**src/rtl/axi_rd_arbiter.sv**
```systemverilog
// axi_rd_arbiter: shares one AXI4 read master (AR/R) between NUM_REQ load engines.
// Round-robin arbitration and one outstanding burst. A grant is held from AR
// acceptance until the RLAST handshake. R beats route only to the granted requester.
//
// Ports
//   clk, rst           clock (rising edge) and asynchronous active-low reset
//   req_ar*            per-requester AR address, length and valid; one-hot arready
//   req_r*             broadcast RDATA/RRESP/RLAST, one-hot rvalid, per-requester rready
//   m_AR*, m_R*        AXI4 read master AR/R channels
//   busy               arbiter is not IDLE
//   grant_id           current or most recent grant index
//   err / err_clr      sticky errors {RRESP != OKAY, beat-count/RLAST mismatch}; sync clear
module axi_rd_arbiter #(
  parameter int unsigned NUM_REQ    = 4,
  parameter int unsigned ADDR_WIDTH = 32,
  parameter int unsigned STRB_WIDTH = 8,
  parameter int unsigned LEN_WIDTH  = 4,
  parameter int unsigned SIZE_WIDTH = 3
) (
  input  logic                            clk,
  input  logic                            rst,
  input  logic [NUM_REQ*ADDR_WIDTH-1:0]   req_araddr,
  input  logic [NUM_REQ*LEN_WIDTH-1:0]    req_arlen,
  input  logic [NUM_REQ-1:0]              req_arvalid,
  output logic [NUM_REQ-1:0]              req_arready,
  output logic [STRB_WIDTH*8-1:0]         req_rdata,
  output logic [1:0]                      req_rresp,
  output logic                            req_rlast,
  output logic [NUM_REQ-1:0]              req_rvalid,
  input  logic [NUM_REQ-1:0]              req_rready,
  output logic [ADDR_WIDTH-1:0]           m_ARADDR,
  output logic [LEN_WIDTH-1:0]            m_ARLEN,
  output logic [SIZE_WIDTH-1:0]           m_ARSIZE,
  output logic [1:0]                      m_ARBURST,
  output logic                            m_ARVALID,
  input  logic                            m_ARREADY,
  input  logic [STRB_WIDTH*8-1:0]         m_RDATA,
  input  logic [1:0]                      m_RRESP,
  input  logic                            m_RLAST,
  input  logic                            m_RVALID,
  output logic                            m_RREADY,
  output logic                            busy,
  output logic [$clog2(NUM_REQ)-1:0]      grant_id,
  output logic [1:0]                      err,
  input  logic                            err_clr
);

  localparam int unsigned ID_W = $clog2(NUM_REQ);

  typedef enum logic [1:0] {S_IDLE, S_ADDR, S_DATA} state_t;

  state_t                 r_state;
  logic [ID_W-1:0]        r_grant;
  logic [ID_W-1:0]        r_rr_ptr;
  logic [ADDR_WIDTH-1:0]  r_araddr;
  logic [LEN_WIDTH-1:0]   r_arlen;
  logic [LEN_WIDTH-1:0]   r_beat_cnt;
  logic                   r_arvalid;
  logic [1:0]             r_err;

  logic [ID_W-1:0]        w_winner;
  logic                   w_any;
  logic                   w_idle;
  logic                   w_data;
  logic                   w_rready_sel;
  logic                   w_fire;
  logic [1:0]             w_err_set;
  logic [ID_W-1:0]        w_next_ptr;
  logic [NUM_REQ-1:0]     w_arready;
  logic [NUM_REQ-1:0]     w_rvalid;

  // Round-robin pick: first valid requester at or after r_rr_ptr, cyclically.
  always_comb begin
    int unsigned idx;
    w_winner = '0;
    w_any    = 1'b0;
    idx      = 0;
    for (int unsigned k = 0; k < NUM_REQ; k++) begin
      idx = (32'(r_rr_ptr) + k) % NUM_REQ;
      if (!w_any && req_arvalid[idx]) begin
        w_winner = ID_W'(idx);
        w_any    = 1'b1;
      end
    end
  end

  // Reset is folded in so arready stays low while the arbiter is held in reset.
  assign w_idle       = (r_state == S_IDLE) && rst;
  assign w_data       = (r_state == S_DATA);
  assign w_rready_sel = req_rready[r_grant];
  assign w_fire       = w_data && m_RVALID && w_rready_sel;

  // Early RLAST, or a non-final beat at/after the expected count, flags a length mismatch.
  assign w_err_set[0] = w_fire && (m_RLAST ? (r_beat_cnt != r_arlen) : (r_beat_cnt >= r_arlen));
  assign w_err_set[1] = w_fire && (m_RRESP != 2'b00);

  assign w_next_ptr = (r_grant == ID_W'(NUM_REQ - 1)) ? '0 : r_grant + ID_W'(1);

  // One-hot AR acceptance and R routing to the granted requester.
  always_comb begin
    w_arready = '0;
    w_rvalid  = '0;
    w_arready[w_winner] = w_idle && w_any;
    w_rvalid[r_grant]   = w_data && m_RVALID;
  end

  // Arbitration state, latched AR payload, beat counter and sticky errors.
  always_ff @(posedge clk or negedge rst) begin
    if (!rst) begin
      r_state    <= S_IDLE;
      r_grant    <= '0;
      r_rr_ptr   <= '0;
      r_araddr   <= '0;
      r_arlen    <= '0;
      r_beat_cnt <= '0;
      r_arvalid  <= 1'b0;
      r_err      <= '0;
    end else begin
      if (err_clr) begin
        r_err <= '0;
      end else begin
        r_err <= r_err | w_err_set;
      end

      case (r_state)
        S_IDLE: begin
          if (w_any) begin
            r_araddr   <= req_araddr[32'(w_winner)*ADDR_WIDTH +: ADDR_WIDTH];
            r_arlen    <= req_arlen[32'(w_winner)*LEN_WIDTH +: LEN_WIDTH];
            r_grant    <= w_winner;
            r_beat_cnt <= '0;
            r_arvalid  <= 1'b1;
            r_state    <= S_ADDR;
          end
        end
        S_ADDR: begin
          if (m_ARREADY) begin
            r_arvalid <= 1'b0;
            r_state   <= S_DATA;
          end
        end
        S_DATA: begin
          if (w_fire) begin
            if (r_beat_cnt != '1) begin
              r_beat_cnt <= r_beat_cnt + LEN_WIDTH'(1);
            end
            if (m_RLAST) begin
              r_rr_ptr <= w_next_ptr;
              r_state  <= S_IDLE;
            end
          end
        end
        default: begin
          r_arvalid <= 1'b0;
          r_state   <= S_IDLE;
        end
      endcase
    end
  end

  assign req_arready = w_arready;
  assign req_rvalid  = w_rvalid;
  assign req_rdata   = m_RDATA;
  assign req_rresp   = m_RRESP;
  assign req_rlast   = m_RLAST;
  assign m_RREADY    = w_data && w_rready_sel;
  assign m_ARADDR    = r_araddr;
  assign m_ARLEN     = r_arlen;
  assign m_ARSIZE    = SIZE_WIDTH'($clog2(STRB_WIDTH));
  assign m_ARBURST   = 2'b01;
  assign m_ARVALID   = r_arvalid;
  assign busy        = (r_state != S_IDLE);
  assign grant_id    = r_grant;
  assign err         = r_err;

endmodule

```
**config.mk**
```make
export PLATFORM = sky130hd
export DESIGN_NAME = axi_rd_arbiter
export DESIGN_NICKNAME = d
export VERILOG_FILES = /design/src/rtl/axi_rd_arbiter.sv
export SDC_FILE = /design/constraint.sdc
export NUM_CORES = 1
export LEC_CHECK = 0
export BUFFER_PORTS_ARGS = -buffer_cell sky130_fd_sc_hd__buf_2
export CAP_MARGIN = 30
export CORE_AREA = 2 2 134 136
export DETAILED_ROUTE_END_ITERATION = 10
export DIE_AREA = 0 0 136 138
export SETUP_SLACK_MARGIN = 0.3
export SYNTH_ARGS = -nofsm -noshare
export SYNTH_HDL_FRONTEND = slang
export SYNTH_SLANG_ARGS = --single-unit
```
**constraint.sdc**
```tcl
create_clock -name clk -period 3.2 [get_ports clk]
set_clock_uncertainty 0.05 [all_clocks]
set_input_delay 0.64 -clock clk [delete_from_list [all_inputs] [get_ports clk]]
set_output_delay 0.64 -clock clk [all_outputs]
set_load 0.02 [all_outputs]
```
# --- Yosys cells after proc, flatten, opt, wreduce, memory -nomap -nowiden ---
# Cells that the tools add are included.
word_totals:
  regBits: 49
  input_bits: 224
  wordCells: 99
  output_inout_bits: 123
classes:
  n_reduce_logical: 24
  mux: 37
  n_shift: 2
  magnitude_cmp: 9
  bitwise: 4
  addsub: 5
  eq_ne: 10
op_table:
  columns: ["cell", "n"]
  rows:
  - ["$shiftx A128 B8 Y32", 1]
  - ["$mux W2", 10]
  - ["$lt A2 B3 Y1 const B", 6]
  - ["$shiftx A16 B5 Y4", 1]
  - ["$mux W1", 14]
  - ["$logic_and A1 B1 Y1", 12]
  - ["$mux W4", 3]
  - ["$bmux W1 S2", 5]
  - ["$and A4 B4 Y4", 2]
  - ["$pmux W4 S2", 1]
  - ["$reduce_and A4 Y1", 2]
  - ["$ne A2 B2 Y1 const B", 3]
  - ["$pmux W2 S3", 1]
  - ["$reduce_and A3 Y1", 2]
  - ["$reduce_bool A2 Y1", 3]
  - ["$add A2 B1 Y2 const B", 2]
  - ["$add A2 B2 Y2 const B", 2]
  - ["$add A4 B1 Y4 const B", 1]
  - ["$demux W1 S2", 2]
  - ["$eq A2 B2 Y1 const B", 2]
  - ["$ge A2 B1 Y1 const B", 2]
  - ["$ge A4 B4 Y1", 1]
  - ["$ne A2 B1 Y1 const B", 2]
  - ["$ne A4 B4 Y1", 1]
  - ["other kinds (8)", 10]

# --- Depth between registers and ports, before layout ---
logic_depth:
  depth_word: 17
  depth_mapped: 7
  depth_no_buf: 6

# --- Worst setup path after synthesis ---
# No wires, ideal clock.
synth_path:
  path_type: "input -> output"
  startpoint: "in req_arvalid[3]"
  endpoint: "out req_arready[0]"
  required_ns: 2.510
  n_path_buf: 2
  stages: 5
  t_arrival_ns: 1.870
  setup_slack_ns: 0.640
  cell_sequence: "buf_2 -> o21a_1 -> o311ai_4 -> buf_2 -> and3_1"
synth_between:
  elab_chain_len: 17
  word_cells_on_any_way: 29
  classes_between: "2 x order compare; 18 x mux; 1 x bitwise; 8 x reduce/logical"
synth_rtl:
  columns: ["item", "line_no", "source"]
  rows:
  - ["start: declaration", "24", "input logic [NUM_REQ-1:0] req_arvalid,"]
  - ["$bmux W1 S2", "80", "if (!w_any && req_arvalid[idx]) begin"]
  - ["$mux W1 (not written as such)", "80", null]
  - ["$mux W1", "80", null]
  - ["$logic_not A1 Y1", "80", null]
  - ["$logic_and A1 B1 Y1", "80", null]
  - ["$mux W1", "80", null]
  - ["$logic_not A1 Y1", "80", null]
  - ["$logic_and A1 B1 Y1", "80", null]
  - ["$mux W1", "80", null]
  - ["$logic_not A1 Y1", "80", null]
  - ["$logic_and A1 B1 Y1", "80", null]
  - ["$mux W2", "80", null]
  - ["$lt A2 B3 Y1 (not written as such) or $ge A2 B1 Y1 (tied branches)", "103", "w_arready[w_winner] = w_idle && w_any;"]
  - ["$logic_and A1 B1 Y1", "103", null]
  - ["$mux W1 (not written as such)", "103", null]
  - ["$demux W1 S2", "103", null]
  - ["$and A4 B4 Y4 (no line) (*)", null, null]
  - ["end: declaration", "25", "output logic [NUM_REQ-1:0] req_arready,"]
# Mark *: on every way between the ends. The rest lies on a longest branch, timed or not. The select of a mux whose other input is x is not followed.

# --- Worst setup path in the final report ---
layout_path:
  startpoint: "reg r_rr_ptr[0]"
  endpoint: "out req_arready[2]"
layout_between:
  elab_chain_len: 17
  word_cells_on_any_way: 32
  classes_between: "3 x add/sub; 2 x order compare; 18 x mux; 1 x bitwise; 8 x reduce/logical"
layout_rtl:
  columns: ["item", "line_no", "source"]
  rows:
  - ["start: declaration", "54", "logic [ID_W-1:0] r_rr_ptr;"]
  - ["start signal: assignment", "148", "r_rr_ptr <= w_next_ptr;"]
  - ["branches (longest 16 deep; another with $lt A2 B3 Y1)", null, null]
  - ["$and A4 B4 Y4 (no line) (*)", null, null]
# Every way passes the cells marked *. The select of a mux whose other input is x is not followed.

==> flow_metrics.tcl <==
set metrics [dict create \
    cts_setup_buffers 0 \
    startpoint "r_rr_ptr[0]" \
    path_clk_slew_ns 0.07 \
    crit_end "req_arready[2]" \
    ys_ff_latch 49 \
    period_needed_ns 2.61 \
    setup_tns_ns 0 \
    synth-simple-area-share_pct 19.8 \
    grt_use_total_pct 17.3 \
    syn_area_um2 4290 \
    timing.final.crit_share_pct 81.7 \
    whs_ns 0.211 \
    seq_area_um2 1230 \
    final_common_cell "buf_2" \
    grt_pass1_wl_mm 24.7 \
    synth_xor_area_share_pct 0 \
    cts-buffers-inserted 5 \
    fp.dieW_um 136 \
    critPathSlowestCell "dfrtp_1" \
    max_freq_ghz 0.383 \
    rows 49 \
    reg2reg_slack_ns 0.99 \
    cts_tree "done" \
    grt_pass1_vias 4249 \
    fill_cells 1959 \
    route.detailed.drc 0 \
    clkSinkCount 49 \
    pin_count 347 \
    synth_seq_area_share_pct 28.6 \
    reg2reg_to "m_ARLEN[3]" \
    min_path_type "in2async" \
    async_reset_ff_share_pct 100 \
    post_drt_wl_per_cell_um 19.6 \
    viasPerCell 5.05 \
    arrival_ns 1.92 \
    synth_compound_area_share_pct 28.2 \
    cp-start-kind "flop" \
    crit_type "reg2out" \
    hpwl_mm 12.4 \
    drtAntennaViolNets 0 \
    cts_root_buf "clkbuf_16" \
    worstReg2RegStart "r_rr_ptr[1]" \
    worst_pin_slew_ns 0.560 \
    slew_headroom_pct 62.7 \
    dp.cells 834 \
    grt_max_degree 39 \
    yosys-mux-area-fraction_pct 1.52 \
    cp.required_ns 2.51 \
    reg2reg_depth 6 \
    nets 845 \
    path_max_fanout 11 \
    setup_viol 0 \
    io_buffers 213 \
    end_kind "output port" \
    fin_cells 843 \
    finalPower_mw 4.34 \
    synth_top_family_by_area "compound AO/OA/AOI/OAI gates" \
    antenna_found_initial 3 \
    ys_warn_count 0 \
    drv_slew 0 \
    synth_cell_types 51 \
    syn_inst 487 \
    outcome "finished, final reports clean" \
    drtIter0Drc 274 \
    htree_levels 2 \
    mostFrequentLayoutCells "buf_2, dfrtp_1, and2_1" \
    layout-drive-gt1-share_pct 43.7 \
    fp.dieH_um 138 \
    hold_violations 0 \
    cts.path.max_buffers 2 \
    rsz0062_at_grt "no" \
    p_leak_nw 2.52 \
    fin_util_pct 29.6 \
    clk-insertion-delay-late_ns 0.30 \
    gp_congestion 0.848 \
    synthAdderAreaFrac_pct 2.63 \
    irDropWorstVdd_uv 313 \
    ctsHoldBuffers 0 \
    grt-ovfl-total 0 \
    synth-main-ff-cell "dfrtp_1" \
    die-area_um2 18800 \
    max_stage_delay_ns 0.59 \
    crit_chain "or3b_4 -> a31oi_4 -> and3_1 -> buf_2" \
    maxCapViolations 0 \
    start_util_pct 24.5 \
    syn_area_per_cell_um2 8.80 \
    firstDrtPassIters 4 \
    coreArea_um2 17500 \
    multi_input_area_um2 2290 \
    post_cts_resized 0 \
    p_per_area_nw_per_um2 834 \
    vias 4255 \
    synth_enable_flop_cells 0 \
    areaGrowthSynthToFinish_pct 21.2 \
    finalWirelength_mm 16.5 \
]
[worst min-delay path by stage]
stage,end,slack [ns],cells past startpoint
after global placement,m_ARVALID,0.44,2
after detailed placement,err[1],0.46,2
after floorplan,err[0],0.29,0
after global routing,m_ARADDR[28],0.22,1
final,m_ARADDR[28],0.21,1
after CTS,m_ARADDR[28],0.21,1
[cell type report]
type,count,share of cell area [%]
flip-flops and latches,49,23.6
well taps,229,5.51
clock buffers,8,2.62
multi-input cells,315,44.0
inverters,11,0.794
diodes,1,0.0481
repair buffers,230,23.4
[logic make-up after synthesis]
kind of cell	after synthesis
other	2
adder cells (fa/ha/maj)	9
flip-flops	49
AO/OA/AOI/OAI	142
multiplexers	5
AND/OR/NAND/NOR	154
buffers and inverters	126
[where the power goes]
part           switching (mW)  leakage (nW)  internal (mW)
clock network           0.261        0.0652          0.293
logic                    1.66          1.88          0.978
registers               0.235         0.574          0.912
[registers in the layout (all words and copies together), names as in the netlist]
signal / flops
err: 2
grant_id: 2
m_ARADDR: 32
m_ARLEN: 4
m_ARVALID: 1
r_beat_cnt: 4
r_rr_ptr: 2
r_state: 2
[through the flow]
stage,area (µm²),setup WS (ns)
floorplan,4300,0.640
global placement,5060,0.647
detailed placement,5060,0.640
CTS,5200,0.577
global route,5200,0.483
finish,5200,0.586
[cell usage after synthesis, drive strengths merged, types with 2 or more instances]
cell type | n | area share (%)
and2 | 42 | 6.1
a22o | 2 | 0.41
o21bai | 2 | 0.35
a32oi | 36 | 7.4
a21oi | 37 | 4.3
nor3 | 2 | 0.23
nor2b | 3 | 0.44
a22oi | 3 | 0.53
conb | 2 | 0.18
mux2i | 2 | 0.47
nand2b | 3 | 0.44
and3 | 40 | 5.8
nand3 | 4 | 0.47
dfrtp | 49 | 29
inv | 11 | 0.96
or2 | 2 | 0.29
clkbuf | 19 | 1.7
o21ai | 10 | 1.2
a21o | 3 | 0.53
or3 | 3 | 0.44
buf | 96 | 16
nor2 | 41 | 3.6
o21a | 2 | 0.35
ha | 9 | 2.6
a221oi | 36 | 10
nand2 | 8 | 0.70
mux2 | 2 | 0.53
[critical path: cells and delay by family, from the launching register on]
family / cells / cell delay (ns)
AO/OA/AOI/OAI: 1 / 0.22
buffers and inverters: 1 / 0.17
flip-flops: 1 / 0.59
AND/OR/NAND/NOR: 2 / 0.64
[metal layers]
layer / routed length, µm / vias to the layer above / track usage (%) / part of all wire [%]
met5: 11 / - / 0 / 0.067
met4: 640 / 2 / 9.16 / 3.9
met3: 1430 / 44 / 4.73 / 8.6
met2: 7690 / 223 / 27.2 / 47
met1: 6740 / 2018 / 21.3 / 41
li1: - / 1968 / - / -
(Power assumes the default switching activity.)
